<file path="src/rtl/cam_pkg.sv">
// Shared types and default sizes for the sorted-CAM top-N read path.
package cam_pkg;

  localparam int NUM_ENTRY  = 25;
  localparam int INDEX_SIZE = 5;
  localparam int ADDR_SIZE  = 22;
  localparam int CNT_SIZE   = 32;

  typedef enum logic [1:0] {
    IDLE = 2'd0,
    READ = 2'd1,
    DONE = 2'd2
  } state_t;

  typedef struct packed {
    logic [ADDR_SIZE-1:0] addr;
    logic [CNT_SIZE-1:0]  cnt;
    logic                 last;
  } cam_entry_t;

  function automatic logic [INDEX_SIZE:0] min3(input logic [INDEX_SIZE:0] a,
                                               input logic [INDEX_SIZE:0] b,
                                               input logic [INDEX_SIZE:0] c);
    logic [INDEX_SIZE:0] m;
    m = (a < b) ? a : b;
    return (m < c) ? m : c;
  endfunction

endpackage

</file>
<file path="src/rtl/cam_rd_skid_fifo.sv">
// Two-entry fall-through skid buffer for CAM read returns; exports the read credit
// so the reader never has more than two entries in flight or buffered.
module cam_rd_skid_fifo
  import cam_pkg::*;
(
  input  logic       clk,
  input  logic       rst_n,
  input  logic       i_push,
  input  cam_entry_t i_push_data,
  input  logic       i_pop,
  output logic       o_valid,
  output cam_entry_t o_head,
  output logic       o_credit
);

  cam_entry_t r_mem [2];
  logic [1:0] r_count;
  logic       r_wr_ptr;
  logic       r_rd_ptr;

  logic w_empty;
  logic w_pop;
  logic w_bypass;
  logic w_wr;
  logic w_rd;

  assign w_empty = (r_count == 2'd0);
  assign o_valid = !w_empty || i_push;

  // Returning data is visible the same cycle when nothing is buffered.
  always_comb begin
    o_head = '0;
    if (!w_empty)   o_head = r_mem[r_rd_ptr];
    else if (i_push) o_head = i_push_data;
  end

  assign w_pop    = i_pop && o_valid;
  assign w_bypass = w_empty && i_push && w_pop;
  assign w_wr     = i_push && !w_bypass;
  assign w_rd     = w_pop && !w_empty;

  // A read may issue only if the arriving return plus stored entries leave a slot.
  assign o_credit = (({1'b0, r_count} + {2'b00, i_push}) < 3'd2);

  always_ff @(posedge clk or negedge rst_n) begin
    if (!rst_n) begin
      r_mem[0] <= '0;
      r_mem[1] <= '0;
      r_count  <= 2'd0;
      r_wr_ptr <= 1'b0;
      r_rd_ptr <= 1'b0;
    end else begin
      if (w_wr) begin
        r_mem[r_wr_ptr] <= i_push_data;
        r_wr_ptr        <= ~r_wr_ptr;
      end
      if (w_rd) r_rd_ptr <= ~r_rd_ptr;
      r_count <= r_count + {1'b0, w_wr} - {1'b0, w_rd};
    end
  end

endmodule

</file>
<file path="src/rtl/cam_topk_reader.sv">
// Freezes the sorted CAM and streams its top-N (addr, cnt) entries over valid/ready.
// state | meaning
// IDLE  | ready for a query, CAM free to update
// READ  | CAM frozen, issuing reads and streaming beats
// DONE  | one-cycle done pulse, CAM released
module cam_topk_reader
  import cam_pkg::*;
(
  input  logic                  clk,
  input  logic                  rst_n,
  input  logic                  i_query_valid,
  output logic                  o_query_ready,
  input  logic [INDEX_SIZE:0]   i_query_num,
  input  logic [INDEX_SIZE:0]   i_cam_occupancy,
  output logic                  o_cam_freeze,
  output logic                  o_cam_rd_en,
  output logic [INDEX_SIZE-1:0] o_cam_rd_index,
  input  logic [ADDR_SIZE-1:0]  i_cam_rd_addr,
  input  logic [CNT_SIZE-1:0]   i_cam_rd_cnt,
  output logic                  o_out_valid,
  input  logic                  i_out_ready,
  output logic [ADDR_SIZE-1:0]  o_out_addr,
  output logic [CNT_SIZE-1:0]   o_out_cnt,
  output logic                  o_out_last,
  output logic                  o_done,
  output logic [INDEX_SIZE:0]   o_done_num
);

  localparam logic [INDEX_SIZE:0] ONE     = (INDEX_SIZE+1)'(1);
  localparam logic [INDEX_SIZE:0] MAX_NUM = (INDEX_SIZE+1)'(NUM_ENTRY);

  state_t              r_state;
  state_t              w_state_nxt;
  logic [INDEX_SIZE:0] r_num_q;
  logic [INDEX_SIZE:0] r_rd_idx;
  logic [INDEX_SIZE:0] r_pend_idx;
  logic [INDEX_SIZE:0] r_sent_cnt;
  logic                r_rd_pend;

  logic [INDEX_SIZE:0] w_num_clip;
  logic                w_accept;
  logic                w_hs;
  logic                w_credit;
  cam_entry_t          w_push_entry;
  cam_entry_t          w_head;

  assign w_num_clip = min3(i_query_num, i_cam_occupancy, MAX_NUM);
  assign w_accept   = i_query_valid && o_query_ready;
  assign w_hs       = o_out_valid && i_out_ready;

  assign w_push_entry.addr = i_cam_rd_addr;
  assign w_push_entry.cnt  = i_cam_rd_cnt;
  assign w_push_entry.last = (r_pend_idx == (r_num_q - ONE));

  cam_rd_skid_fifo u_skid (
    .clk         (clk),
    .rst_n       (rst_n),
    .i_push      (r_rd_pend),
    .i_push_data (w_push_entry),
    .i_pop       (i_out_ready),
    .o_valid     (o_out_valid),
    .o_head      (w_head),
    .o_credit    (w_credit)
  );

  assign o_out_addr     = w_head.addr;
  assign o_out_cnt      = w_head.cnt;
  assign o_out_last     = w_head.last;
  assign o_cam_rd_index = r_rd_idx[INDEX_SIZE-1:0];
  assign o_done_num     = r_sent_cnt;

  always_ff @(posedge clk or negedge rst_n) begin
    if (!rst_n) r_state <= IDLE;
    else        r_state <= w_state_nxt;
  end

  always_comb begin
    w_state_nxt   = r_state;
    o_query_ready = 1'b0;
    o_cam_freeze  = 1'b0;
    o_cam_rd_en   = 1'b0;
    o_done        = 1'b0;
    case (r_state)
      IDLE: begin
        o_query_ready = 1'b1;
        if (i_query_valid) w_state_nxt = (w_num_clip == '0) ? DONE : READ;
      end
      READ: begin
        o_cam_freeze = 1'b1;
        o_cam_rd_en  = (r_rd_idx < r_num_q) && w_credit;
        if (w_hs && w_head.last) w_state_nxt = DONE;
      end
      DONE: begin
        o_done      = 1'b1;
        w_state_nxt = IDLE;
      end
      default: w_state_nxt = IDLE;
    endcase
  end

  always_ff @(posedge clk or negedge rst_n) begin
    if (!rst_n) begin
      r_num_q    <= '0;
      r_rd_idx   <= '0;
      r_pend_idx <= '0;
      r_sent_cnt <= '0;
      r_rd_pend  <= 1'b0;
    end else begin
      r_rd_pend <= o_cam_rd_en;
      if (w_accept) begin
        r_num_q    <= w_num_clip;
        r_rd_idx   <= '0;
        r_sent_cnt <= '0;
      end else begin
        if (o_cam_rd_en) begin
          r_rd_idx   <= r_rd_idx + ONE;
          r_pend_idx <= r_rd_idx;
        end
        if (w_hs) r_sent_cnt <= r_sent_cnt + ONE;
      end
    end
  end

endmodule

</file>
<file path="config.mk">
export PLATFORM = sky130hd
export DESIGN_NAME = cam_topk_reader
export DESIGN_NICKNAME = d
export VERILOG_FILES = /design/src/rtl/cam_pkg.sv /design/src/rtl/cam_rd_skid_fifo.sv /design/src/rtl/cam_topk_reader.sv
export SDC_FILE = /design/constraint.sdc
export NUM_CORES = 1
export LEC_CHECK = 0
export CORE_MARGIN = 2
export CORE_UTILIZATION = 28
export DETAILED_ROUTE_END_ITERATION = 12
export PLACE_DENSITY = 0.47
export SLEW_MARGIN = 20
export SYNTH_ARGS = -nofsm -noshare
export SYNTH_HDL_FRONTEND = slang
export SYNTH_SLANG_ARGS = --single-unit
</file>
<file path="constraint.sdc">
create_clock -name clk -period 5.3 [get_ports clk]
set_clock_uncertainty 0.1 [all_clocks]
set_input_delay 1.59 -clock clk [delete_from_list [all_inputs] [get_ports clk]]
set_output_delay 1.59 -clock clk [all_outputs]
set_load 0.01 [all_outputs]
</file>
# [After elaboration in Yosys (flattened, before gate mapping)]
# Cells that the tools add are included.
[word_totals] regBits=141 inputBits=70 output_inout_bits=71 elab_cells=79
[classes] add_sub_neg=6 n_lt_le_gt_ge=7 n_eq_ne=5 mux=22 bitwise=5 reduce_logical=19
[op_table] operator="two-way mux 55 bit" n=6
[op_table] operator="bitwise mux 110 bit" n=1
[op_table] operator="demux 55 bit (select 1 bit)" n=1
[op_table] operator="two-way mux 6 bit" n=6
[op_table] operator="adder 6 x 1 -> 6 bit (second input constant)" n=2
[op_table] operator="less-than comparator 6 bit" n=2
[op_table] operator="logical AND 1 bit" n=9
[op_table] operator="== test 6 bit" n=1
[op_table] operator="logical NOT 6 bit" n=1
[op_table] operator="less-than comparator 6 x 5 -> 1 bit (second input constant)" n=1
[op_table] operator="two-way mux 2 bit" n=3
[op_table] operator="subtractor 6 x 1 -> 6 bit (second input constant)" n=1
[op_table] operator=">= comparator 2 bit (second input constant)" n=2
[op_table] operator="logical NOT 2 bit" n=2
[op_table] operator="two-way mux 1 bit" n=4
[op_table] operator="inequality test 2 bit (second input constant)" n=2
[op_table] operator="inverter 1 -> 2 bit" n=2
[op_table] operator="case mux 2 bit (2 select lines)" n=1
[op_table] operator="AND reduction 2 bit" n=2
[op_table] operator="nonzero test 2 bit" n=2
[op_table] operator="adder 2 x 1 -> 3 bit" n=1
[op_table] operator="less-than comparator 3 x 2 -> 1 bit (second input constant)" n=1
[op_table] operator="inverter 1 bit" n=3
[op_table] operator="adder 2 x 1 -> 2 bit" n=1
[op_table] operator="other kinds (6)" n=7

# [Depth between registers and ports, before layout]
[depth] word_depth=9 mapped_depth=8

# [Cells and area by module]
# From an unflattened synthesis, not the netlist that was laid out.
[hier_totals] cells_unflattened=622 area_unflattened_um2=7508.5
[by_module_without_submodules] mod="cam_rd_skid_fifo" instances=1 cells_per_inst=441 area_each_um2=5770.5 seq_area_each_um2=2852.7
[by_module_without_submodules] mod="cam_topk_reader" instances=1 cells_per_inst=181 area_each_um2=1737.9 seq_area_each_um2=675.6

# [Worst setup path before layout]
# No wires, ideal clock.
[synth_path] path_kind="in2out" startpoint="input i_cam_rd_addr[10]" endpoint="output o_out_addr[10]" arrival_ns=1.791 required_time_ns=3.610 slack_ns=1.819 stages=2 path_buffers=0 cell_sequence="nand3_1 -> o21ai_0"
[synth_via] elab_chain_cells=2
[synth_rtl] element="from (decl)" line_no="cam_topk_reader.sv:18" rtl="input logic [ADDR_SIZE-1:0] i_cam_rd_addr,"
[synth_rtl] element="two-way mux 55 bit" line_no="cam_rd_skid_fifo.sv:34" rtl="else if (i_push) o_head = i_push_data;"
[synth_rtl] element="two-way mux 55 bit" line_no="cam_rd_skid_fifo.sv:33" rtl="if (!w_empty) o_head = r_mem[r_rd_ptr];"
[synth_rtl] element="to (decl)" line_no="cam_topk_reader.sv:22" rtl="output logic [ADDR_SIZE-1:0] o_out_addr,"
# No other way between the ends.

# [Final worst setup path]
[layout_path] startpoint="input i_cam_rd_cnt[24]" endpoint="output o_out_cnt[24]"
[layout_via] elab_chain_cells=2
[layout_rtl] element="from (decl)" line_no="cam_topk_reader.sv:19" rtl="input logic [CNT_SIZE-1:0] i_cam_rd_cnt,"
[layout_rtl] element="two-way mux 55 bit" line_no="cam_rd_skid_fifo.sv:34"
[layout_rtl] element="two-way mux 55 bit" line_no="cam_rd_skid_fifo.sv:33"
[layout_rtl] element="to (decl)" line_no="cam_topk_reader.sv:23" rtl="output logic [CNT_SIZE-1:0] o_out_cnt,"
# No other way between the ends.

==> results.md <==
- Status: completed
- Drt total wl: 18600 µm
- Cts hold-fix bufs: 0
- TritonCTS buffer count: 17
- Worst Hold End: u_skid.r_mem[0]$_DFFE_PN0P_
- Yosys top cell area share: 48.7%
- Peak supply drop: between 0.2 and 0.3 mV
- Synthesized area per cell: roughly 12 µm²
- Final worst slack: ~0.57 ns
- Reg2Reg Capture Point: u_skid.r_mem[62]$_DFFE_PN0P_
- Reg clk slew, reported paths: 0.06 ns
- RePlAce Congestion: 0.823
- Largest delay share family, worst path: buffers and inverters
- Final std cells w/o fill: 1094
- Count of cell types in the netlist: 44
- Fin crit period: about 4.7 ns
- Most frequent cells in the layout: 139 x clkdlybuf4s50_1, 139 x dfrtp_1, 116 x mux2_2
- Pwr Density: approximately 650 mW/mm²
- Vias in the first global route: 5628
- RSZ-0062 raised after global routing: no
- Min-Delay Path Class: reg2reg
- Largest net degree at the start of global routing: approximately 110
- Leak: between 3 and 4 nW
- # DRC: 0
- WHS Path Cells: 2
- Critical-path top delay cell: clkdlybuf4s50_1
- Routed vias: approximately 5.3k
- CTS root buf: clkbuf_16
- Worst path cell trace: clkdlybuf4s50_1, nand3_1, o21ai_0, clkdlybuf4s50_1
- Via-to-Cell Ratio: 4.86
- Final Max Tran Viols: 0
- Area occupied by multi-input gates: 0.00345 mm²
- Yosys reg bits: about 140
- Initial DRC count: 188
- CP max stage delay: around 0.6 ns
- Setup TNS: 0 ns
- CTS Sinks: 141
- Die ar.: ~0.027 mm²
- Crit share post-route: approximately 89%
- First-pass GRT wire length: around 30000 µm
- Met1 GRT Util: between 10% and 20%
- Mapped Cells: 628
- Cells after DPL: about 1.1k
- Met2 GRT Util: between 20% and 30%
- Async SR Flop Fraction: between 90% and 100%
- Initial antenna violation count: 0
- Nets: ~840
- Final setup fails: 0
- Area leader, netlist: dfrtp_1
- Initial Utilization: 28.6%
- Number of fill cells: about 2.5k
- CP most frequent cell: clkdlybuf4s50_1
- Clk Latency, worst-skew pair: ~0.41 ns
- M3 GR Usage: under 10%
- Final non-filler cell area: 0.00950 mm²
- Row cnt: 58
- Critical Path RT: approximately 3.6 ns
- Setup CP Type: in2out
- Max-Cap Viols: 0
- Startpoint class of the critical path: input port
- Grt total ovfl: 0
- H-tree depth: 4
- Chip height: roughly 160 µm
- RR Startpoint: r_rd_pend$_DFF_PN0_
- DR WL/cell: between 15 and 20 µm
- Syn. warnings: 0
- DIE WIDTH: 165 µm
- Final hold viol count: 0
- DP Area: roughly 0.0089 mm²
- Area grow syn2layout: 31.1%
- GRT Resource Usage Total: approximately 14%
- Tightest Pin Transition: 0.984 ns
- Bufs on Longest Clock Path: 2
- Post-Synthesis Cell Area: 0.00725 mm²
- Post-cts sizing count: 0
- Relative slew slack: about a third
- Fmax: around 0.21 GHz
- Global routing's busiest layer: met2
- DP Worst Slack: 0.600 ns
- Reg area: roughly 0.0035 mm²
- Drt first pass iters: 4
- Seq/Total Area, Yosys: between 40% and 50%
- Post-synth top flop: dfrtp_1
- EDFF count, synth: 0
- Mapped Nets: between 700 and 800
- Top Ports: between 100 and 150
- Share of layout cells above drive strength 1: approximately 22%
- FF-to-FF setup slack: 2.59 ns
- DP HPWL: between 10000 and 15000 µm
- Crit Path Max Fanout: 3
- CTS tree: built
- Top post-synthesis cells by area: dfrtp_1 49%, mux2_2 18%, mux2i_1 8.3%, o21ai_0 4.4%, nand3_1 4.2%
- IO Port Bufs: 140
- Antenna fix cells: 0
- Worst Path Buf+Inv: 2
- Post-CTS setup buffers: 0
- Arrival time worst endpoint: 3.04 ns
- Remaining antenna violation count after routing: 0
- Reg2reg path depth: 4
- Crit. End Element: output port
- Worst hold path startpoint: u_skid.r_mem[0]$_DFFE_PN0P_
- Core area: between 0.02 and 0.03 mm²
[cells by family after synthesis]
kind of cell               after synthesis  synth area share (%)
DFF                                    141                  48.7
xor gates and xnor gates                19                  2.30
and+or+nand+nor                        128                  8.77
buffers and inverters                   59                  3.92
adders and majority gates               15                  2.59
AOI/OAI and AO/OA                       90                  7.41
muxes                                  176                  26.3
[synthesized netlist by cell type (all sizes together) (2+ instances only)]
master	count
o21a	2
and2	4
mux2	116
nand2	14
nor2b	5
a31oi	6
and3	2
o21ai	64
nand2b	2
buf	26
dfrtp	141
nor3	2
nand3	61
or3	2
clkbuf	18
inv	15
or2	2
and4	2
o2111ai	2
a21oi	4
mux2i	60
nor2	27
xnor2	12
a21o	2
xor2	7
ha	15
nand4	3
a41o	2
[layout make-up]
type                    instances  share of cell area (%)
clock inverters                14                    1.29
inverters                      15                   0.593
multi-input cells             428                    36.3
clock buffers                  17                    4.48
repair buffers                149                    15.7
well taps                     330                    4.35
flip-flops and latches        141                    37.2
[registers in the layout, indices dropped and copies added, names as in the netlist]
register         count
u_skid.r_mem       110
o_done_num           6
r_num_q              6
r_pend_idx           6
r_rd_idx             6
r_state              2
u_skid.r_count       2
r_rd_pend            1
u_skid.r_rd_ptr      1
u_skid.r_wr_ptr      1
[routing by layer]
metal | vias to the layer above | share of wire [%]
met3 | 17 | 4.6
met5 | - | 0
li1 | 2506 | -
met4 | 0 | 1.5
met2 | 123 | 48
met1 | 2667 | 46
[worst min-delay path, stage by stage (launching register included)]
cell     delay (ns)
dfrtp_1        0.34
nand2_1        0.05
o21ai_0        0.06
[report_power, final]
| part | leakage, nW | switching [mW] | internal [mW] | total (mW) |
|---|---|---|---|---|
| Clock | 0.257 | 0.480 | 0.642 | 1.12 |
| Sequential | 1.70 | 0.431 | 1.59 | 2.03 |
| Combinational | 2.02 | 1.30 | 1.68 | 2.99 |
| Total | 3.98 | 2.21 | 3.92 | 6.14 |
[through the flow]
step	power, mW	utilization [%]	hold slack [ns]
global placement	5.01	35.3	0.366
CTS	6.24	37.5	0.391
detailed placement	5.09	35.3	0.377
floorplan	3.74	-	0.350
finish	6.14	37.5	0.387
global route	6.58	37.5	0.419
[worst max path at each step]
| stage | cells after the start | end | start |
|---|---|---|---|
| floorplan | 2 | o_out_addr[10] | i_cam_rd_addr[10] |
| detailed placement | 4 | o_out_cnt[24] | i_cam_rd_cnt[24] |
| global placement | 4 | o_out_cnt[24] | i_cam_rd_cnt[24] |
| global route | 4 | o_out_cnt[24] | i_cam_rd_cnt[24] |
| finish | 4 | o_out_cnt[24] | i_cam_rd_cnt[24] |
| CTS | 4 | o_out_cnt[24] | i_cam_rd_cnt[24] |
No activity file was read; power rests on OpenSTA's default activity.
